$ cat src/rtl/j_uart_host.sv
// Host-side poller for a 16-bit register-mapped UART: reads status, then moves one
// byte between the UART and a local TX/RX FIFO pair per poll cycle.
module j_uart_host #(
  parameter int DEPTH = 4
) (
  input  logic        clk,
  input  logic        resetl,
  input  logic        enable,
  input  logic        tx_wr,
  input  logic [7:0]  tx_data,
  output logic        tx_full,
  input  logic        rx_rd,
  output logic [7:0]  rx_data,
  output logic        rx_empty,
  output logic        rx_ovf,
  output logic        err,
  input  logic        flag_clr,
  output logic        u2strd,
  output logic        u2drd,
  output logic        u2dwr,
  input  logic [15:0] u_rdata,
  output logic [15:0] u_wdata
);

  localparam int PW = $clog2(DEPTH);
  localparam int CW = PW + 1;

  typedef enum logic [2:0] {
    S_IDLE,
    S_POLL,
    S_EVAL,
    S_RD,
    S_WR,
    S_GAP
  } state_e;

  state_e      state_q;
  logic [15:0] stat_q;
  logic        rdy_q;
  logic        err_q;
  logic        ovf_q;
  logic        u2strd_q;
  logic        u2drd_q;
  logic        u2dwr_q;
  logic [15:0] u_wdata_q;

  logic [7:0]    tx_mem_q [DEPTH];
  logic [PW-1:0] tx_wp_q;
  logic [PW-1:0] tx_rp_q;
  logic [CW-1:0] tx_cnt_q;
  logic [CW-1:0] tx_cnt_d;
  logic          tx_push;
  logic          tx_pop;

  logic [7:0]    rx_mem_q [DEPTH];
  logic [PW-1:0] rx_wp_q;
  logic [PW-1:0] rx_rp_q;
  logic [CW-1:0] rx_cnt_q;
  logic [CW-1:0] rx_cnt_d;
  logic          rx_full;
  logic          rx_push;
  logic          rx_pop;

  logic          err_set;
  logic          ovf_set;
  logic          stat_unused;

  assign stat_unused = ^stat_q[14:2];

  // Full is judged on the pre-pop count, so a push racing a WR pop is still refused.
  assign tx_full  = (tx_cnt_q == CW'(DEPTH));
  assign tx_push  = tx_wr && !tx_full;
  assign tx_pop   = (state_q == S_WR);
  assign tx_cnt_d = tx_cnt_q + CW'(tx_push) - CW'(tx_pop);

  assign rx_full  = (rx_cnt_q == CW'(DEPTH));
  assign rx_empty = (rx_cnt_q == '0);
  assign rx_push  = (state_q == S_RD) && !rx_full;
  assign rx_pop   = rx_rd && !rx_empty;
  assign rx_cnt_d = rx_cnt_q + CW'(rx_push) - CW'(rx_pop);
  assign rx_data  = rx_mem_q[rx_rp_q];

  assign err_set  = (state_q == S_EVAL) && stat_q[15];
  assign ovf_set  = (state_q == S_RD) && rx_full;

  assign err      = err_q;
  assign rx_ovf   = ovf_q;
  assign u2strd   = u2strd_q;
  assign u2drd    = u2drd_q;
  assign u2dwr    = u2dwr_q;
  assign u_wdata  = u_wdata_q;

  always_ff @(posedge clk or negedge resetl) begin
    if (!resetl) begin
      tx_wp_q  <= '0;
      tx_rp_q  <= '0;
      tx_cnt_q <= '0;
      rx_wp_q  <= '0;
      rx_rp_q  <= '0;
      rx_cnt_q <= '0;
    end else begin
      if (tx_push) tx_wp_q <= tx_wp_q + PW'(1);
      if (tx_pop)  tx_rp_q <= tx_rp_q + PW'(1);
      if (rx_push) rx_wp_q <= rx_wp_q + PW'(1);
      if (rx_pop)  rx_rp_q <= rx_rp_q + PW'(1);
      tx_cnt_q <= tx_cnt_d;
      rx_cnt_q <= rx_cnt_d;
    end
  end

  always_ff @(posedge clk) begin
    if (tx_push) tx_mem_q[tx_wp_q] <= tx_data;
    if (rx_push) rx_mem_q[rx_wp_q] <= u_rdata[7:0];
  end

  // Strobes and u_wdata are registered from the state being entered, so each is
  // high exactly for the cycle the FSM spends in POLL, RD or WR.
  always_ff @(posedge clk or negedge resetl) begin
    if (!resetl) begin
      state_q   <= S_IDLE;
      stat_q    <= '0;
      rdy_q     <= 1'b0;
      err_q     <= 1'b0;
      ovf_q     <= 1'b0;
      u2strd_q  <= 1'b0;
      u2drd_q   <= 1'b0;
      u2dwr_q   <= 1'b0;
      u_wdata_q <= '0;
    end else begin
      u2strd_q  <= 1'b0;
      u2drd_q   <= 1'b0;
      u2dwr_q   <= 1'b0;
      u_wdata_q <= '0;
      rdy_q     <= rdy_q | enable;
      err_q     <= err_set | (err_q & ~flag_clr);
      ovf_q     <= ovf_set | (ovf_q & ~flag_clr);
      case (state_q)
        S_IDLE: begin
          // rdy_q holds off the first poll until a second enabled edge after reset.
          if (enable && rdy_q) begin
            state_q  <= S_POLL;
            u2strd_q <= 1'b1;
          end
        end
        S_POLL: begin
          stat_q  <= u_rdata;
          state_q <= S_EVAL;
        end
        S_EVAL: begin
          if (stat_q[0]) begin
            state_q <= S_RD;
            u2drd_q <= 1'b1;
          end else if (stat_q[1] && (tx_cnt_q != '0)) begin
            state_q   <= S_WR;
            u2dwr_q   <= 1'b1;
            u_wdata_q <= {8'h00, tx_mem_q[tx_rp_q]};
          end else begin
            state_q <= S_IDLE;
          end
        end
        S_RD:    state_q <= S_GAP;
        S_WR:    state_q <= S_GAP;
        S_GAP:   state_q <= S_IDLE;
        default: state_q <= S_IDLE;
      endcase
    end
  end

endmodule

$ cat config.mk
export PLATFORM = sky130hd
export DESIGN_NAME = j_uart_host
export DESIGN_NICKNAME = d
export VERILOG_FILES = /design/src/rtl/j_uart_host.sv
export SDC_FILE = /design/constraint.sdc
export NUM_CORES = 1
export LEC_CHECK = 0
export ABC_AREA = 1
export BUFFER_PORTS_ARGS = -buffer_cell sky130_fd_sc_hd__buf_2
export CAP_MARGIN = 15
export CORE_ASPECT_RATIO = 2
export CORE_MARGIN = 2
export CORE_UTILIZATION = 55
export CTS_CLUSTER_DIAMETER = 100
export DETAILED_ROUTE_END_ITERATION = 10
export PLACE_DENSITY = 0.74
export SYNTH_ARGS = -nofsm -noshare
export SYNTH_HDL_FRONTEND = slang
export SYNTH_SLANG_ARGS = --single-unit
$ cat constraint.sdc
create_clock -name clk -period 2.6 [get_ports clk]
set_input_delay 0.52 -clock clk [delete_from_list [all_inputs] [get_ports clk]]
set_output_delay 0.52 -clock clk [all_outputs]
set_load 0.1 [all_outputs]
==> impl_metrics.tcl <==
set metrics [dict create \
    drtIter0Drc 161 \
    combPwrFrac_pct 41.8 \
    hold_ws_ps 255 \
    yosysTopAreaCell "edfxtp_1" \
    final_layout_size_suffix_gt1_share_pct 19.4 \
    n_antenna_cell 0 \
    synthDominantCellAreaShare_pct 46.1 \
    wl_per_cell_um 13.4 \
    fin_nets 467 \
    place_congestion 0.775 \
    swShare_pct 45.6 \
    syn_area_sq_um 4170 \
    portBuffers 45 \
    die-area_sq_um 8330 \
    worstMarginPinSlew_ps 816 \
    max-clock-path-buffers 2 \
    ys.flop_type "edfxtp_1" \
    async_reset_ff_share_pct 34.7 \
    grt_usage_pct 18.8 \
    synth_most_common_cell "nand2_1" \
    dp_cells 504 \
    rrSetupSlack_ps 520 \
    fin_setup_tns_ps 0 \
    initial_core_util_pct 56.9 \
    r2r_start "state_q[2]" \
    drt-total-wl_mm 6.96 \
    required_ps 2080 \
    nFillCells 582 \
    post-route-cell-area_sq_um 4770 \
    synth.distinct_cells 28 \
    hold_path_class "in2async" \
    internal-power_mw 3.26 \
    grt_max_degree 35 \
    fmax_mhz 420 \
    crit_type "reg2out" \
    cts_num_sinks 98 \
    drt_pass1_iterations 5 \
    utilization_pct 65.1 \
    p_switching_mw 2.74 \
    seq_area_sq_um 2770 \
    slew_headroom_pct 45.4 \
    powerDensity_nw_per_um2 1260 \
    period_minus_slack_ps 2380 \
    io_pins 61 \
    fin_cells 520 \
    area_growth_pct 14.4 \
    drc 0 \
    power.share.clock_pct 19.6 \
    antenna_found_initial 0 \
    synth_edf_count 64 \
    p_leak_nw 2.24 \
    cp-start-kind "flip-flop" \
    grt_pass1_wl_mm 11.6 \
    post_drt_via_cell_ratio 4.92 \
    fin_crit_sh_pct 91.6 \
    worstPathMaxFanout 18 \
    coreArea_sq_um 7320 \
    synth_seq_cells 98 \
    grt_pass1_vias 2511 \
    cts_tree "done" \
    ir_worst_vdd_mv 0.583 \
    placed_area_sq_um 4500 \
    ant_nets 0 \
    cts_root_buffer "clkbuf_16" \
    regToRegEndpoint "rx_cnt_q[2]" \
    cp.arrival_ps 1860 \
    htree_levels 3 \
    clkTransAtPathRegs_ps 60 \
    p_seq_share_pct 38.6 \
    die_w_um 65.5 \
    slew_violations 0 \
    status "finished clean" \
    clock_latency_ps 340 \
    synth_cells 372 \
    rsz0062_at_grt "false" \
    synth_seq_area_share_pct 66.5 \
    multiInputGateArea_sq_um 1100 \
    overflow 0 \
    ys_top_cells_by_area "edfxtp_1 46%, dfrtp_1 20%, nand2_1 7.0%, inv_1 5.7%, ha_1 3.6%" \
    cp-end-kind "output pin" \
    yosys_warnings 0 \
    die_y_um 127 \
    cap_violations 0 \
    synth_common_cells "78 x nand2_1, 64 x edfxtp_1, 63 x inv_1" \
    vias 2559 \
    syn_avg_cell_area_sq_um 11.2 \
    reg2regPathDepth 9 \
    fin_skew_ps 6.73 \
    hold_viol_final 0 \
    rows 44 \
    dp_hpwl_mm 5.14 \
    setup_viol 0 \
    cts-buffers-inserted 9 \
]
==> placed cells by master, fill, tap and decap left out <==
master,instances
a21oi_1,3
buf_2,45
buf_4,4
clkbuf_1,1
clkbuf_16,9
clkinv_2,2
clkinv_4,1
clkinvlp_4,2
conb_1,8
dfrtp_1,33
dfrtp_2,1
edfxtp_1,64
fa_1,2
ha_1,12
inv_1,63
inv_2,1
inv_6,2
nand2_1,78
nand2_4,1
nand3_1,12
nand3_2,1
nand3b_4,1
nor2_1,38
nor2_2,2
nor3_4,1
o211ai_1,2
o21ai_0,20
o21ai_1,1
o21ai_2,1
o22ai_1,1
o22ai_2,8
or2_2,1
xnor2_1,3
xor2_1,4
==> stage by stage <==
stage	total power [mW]	setup WS, ps
6_report	6.00	220
5_1_grt	6.38	117
4_1_cts	6.07	52.3
3_5_place_dp	4.88	420
3_3_place_gp	4.79	471
2_1_floorplan	4.44	253
==> logic make-up (layout without fill, tap and decap cells) <==
family,count (synthesis),count (layout),synth area share [%]
adder cells (fa/ha/maj),14,14,4.56
XOR/XNOR,7,7,1.47
buffers and inverters,81,130,8.80
other,1,8,0.0900
flip-flops,98,98,66.5
AND/OR/NAND/NOR,135,135,13.7
AO/OA/AOI/OAI,36,36,4.80
==> sequential cells by signal (all words and copies together), names as in the netlist <==
name / count
tx_rp_q: 2
tx_wp_q: 2
err: 1
rdy_q: 1
tx_mem_q: 32
state_q: 3
u_wdata: 8
rx_ovf: 1
rx_cnt_q: 3
rx_wp_q: 2
stat_q: 3
u2dwr: 1
rx_rp_q: 2
u2drd: 1
tx_cnt_q: 3
rx_mem_q: 32
u2strd: 1
==> worst max-delay path by stage <==
| stage | cells past startpoint | endpoint | slack [ps] | from |
|---|---|---|---|---|
| 4_1_cts | 4 | rx_data[0] | 50 | rx_rp_q[0] |
| 6_report | 4 | rx_data[0] | 220 | rx_rp_q[0] |
| 3_3_place_gp | 4 | rx_data[7] | 470 | rx_rp_q[0] |
| 2_1_floorplan | 3 | tx_full | 250 | tx_cnt_q[1] |
| 5_1_grt | 4 | rx_data[0] | 120 | rx_rp_q[0] |
| 3_5_place_dp | 4 | rx_data[0] | 420 | rx_rp_q[0] |
==> layout make-up <==
class	count	share of cell area [%]
clock inverters	6	0.892
clock buffers	10	4.80
inverters	65	5.22
well taps	92	2.41
flip-flops and latches	98	58.2
repair buffers	49	5.35
multi-input cells	200	23.1
==> layer usage <==
layer / track usage, % / up-vias / routed length, um
li1: - / 1276 / -
met1: 18.9 / 1230 / 2540
met2: 35.5 / 44 / 4040
met3: 4.40 / 9 / 232
met4: 8.09 / 0 / 144
met5: 0 / - / 0
==> what timing repair did <==
action                                  4_1_cts  5_1_grt
hold buffers                                  0        0
endpoints found under the setup margin        0        5
resized for setup                             0        1
setup buffers                                 0        0
==> power groups by stage <==
stage	Combinational, mW	Sequential, mW	Clock, mW
6_report	2.50	2.32	1.18
5_1_grt	2.74	2.36	1.28
4_1_cts	2.54	2.32	1.21
3_5_place_dp	2.53	2.35	0
3_3_place_gp	2.46	2.33	0
2_1_floorplan	2.07	2.37	0
==> critical path: stages (launching register included) <==
cell and delay [ps]:
dfrtp_2 520, inv_2 280, o21ai_0 150, o22ai_2 120
buf_2 450
Note: power is estimated with default switching activity, not from simulation.
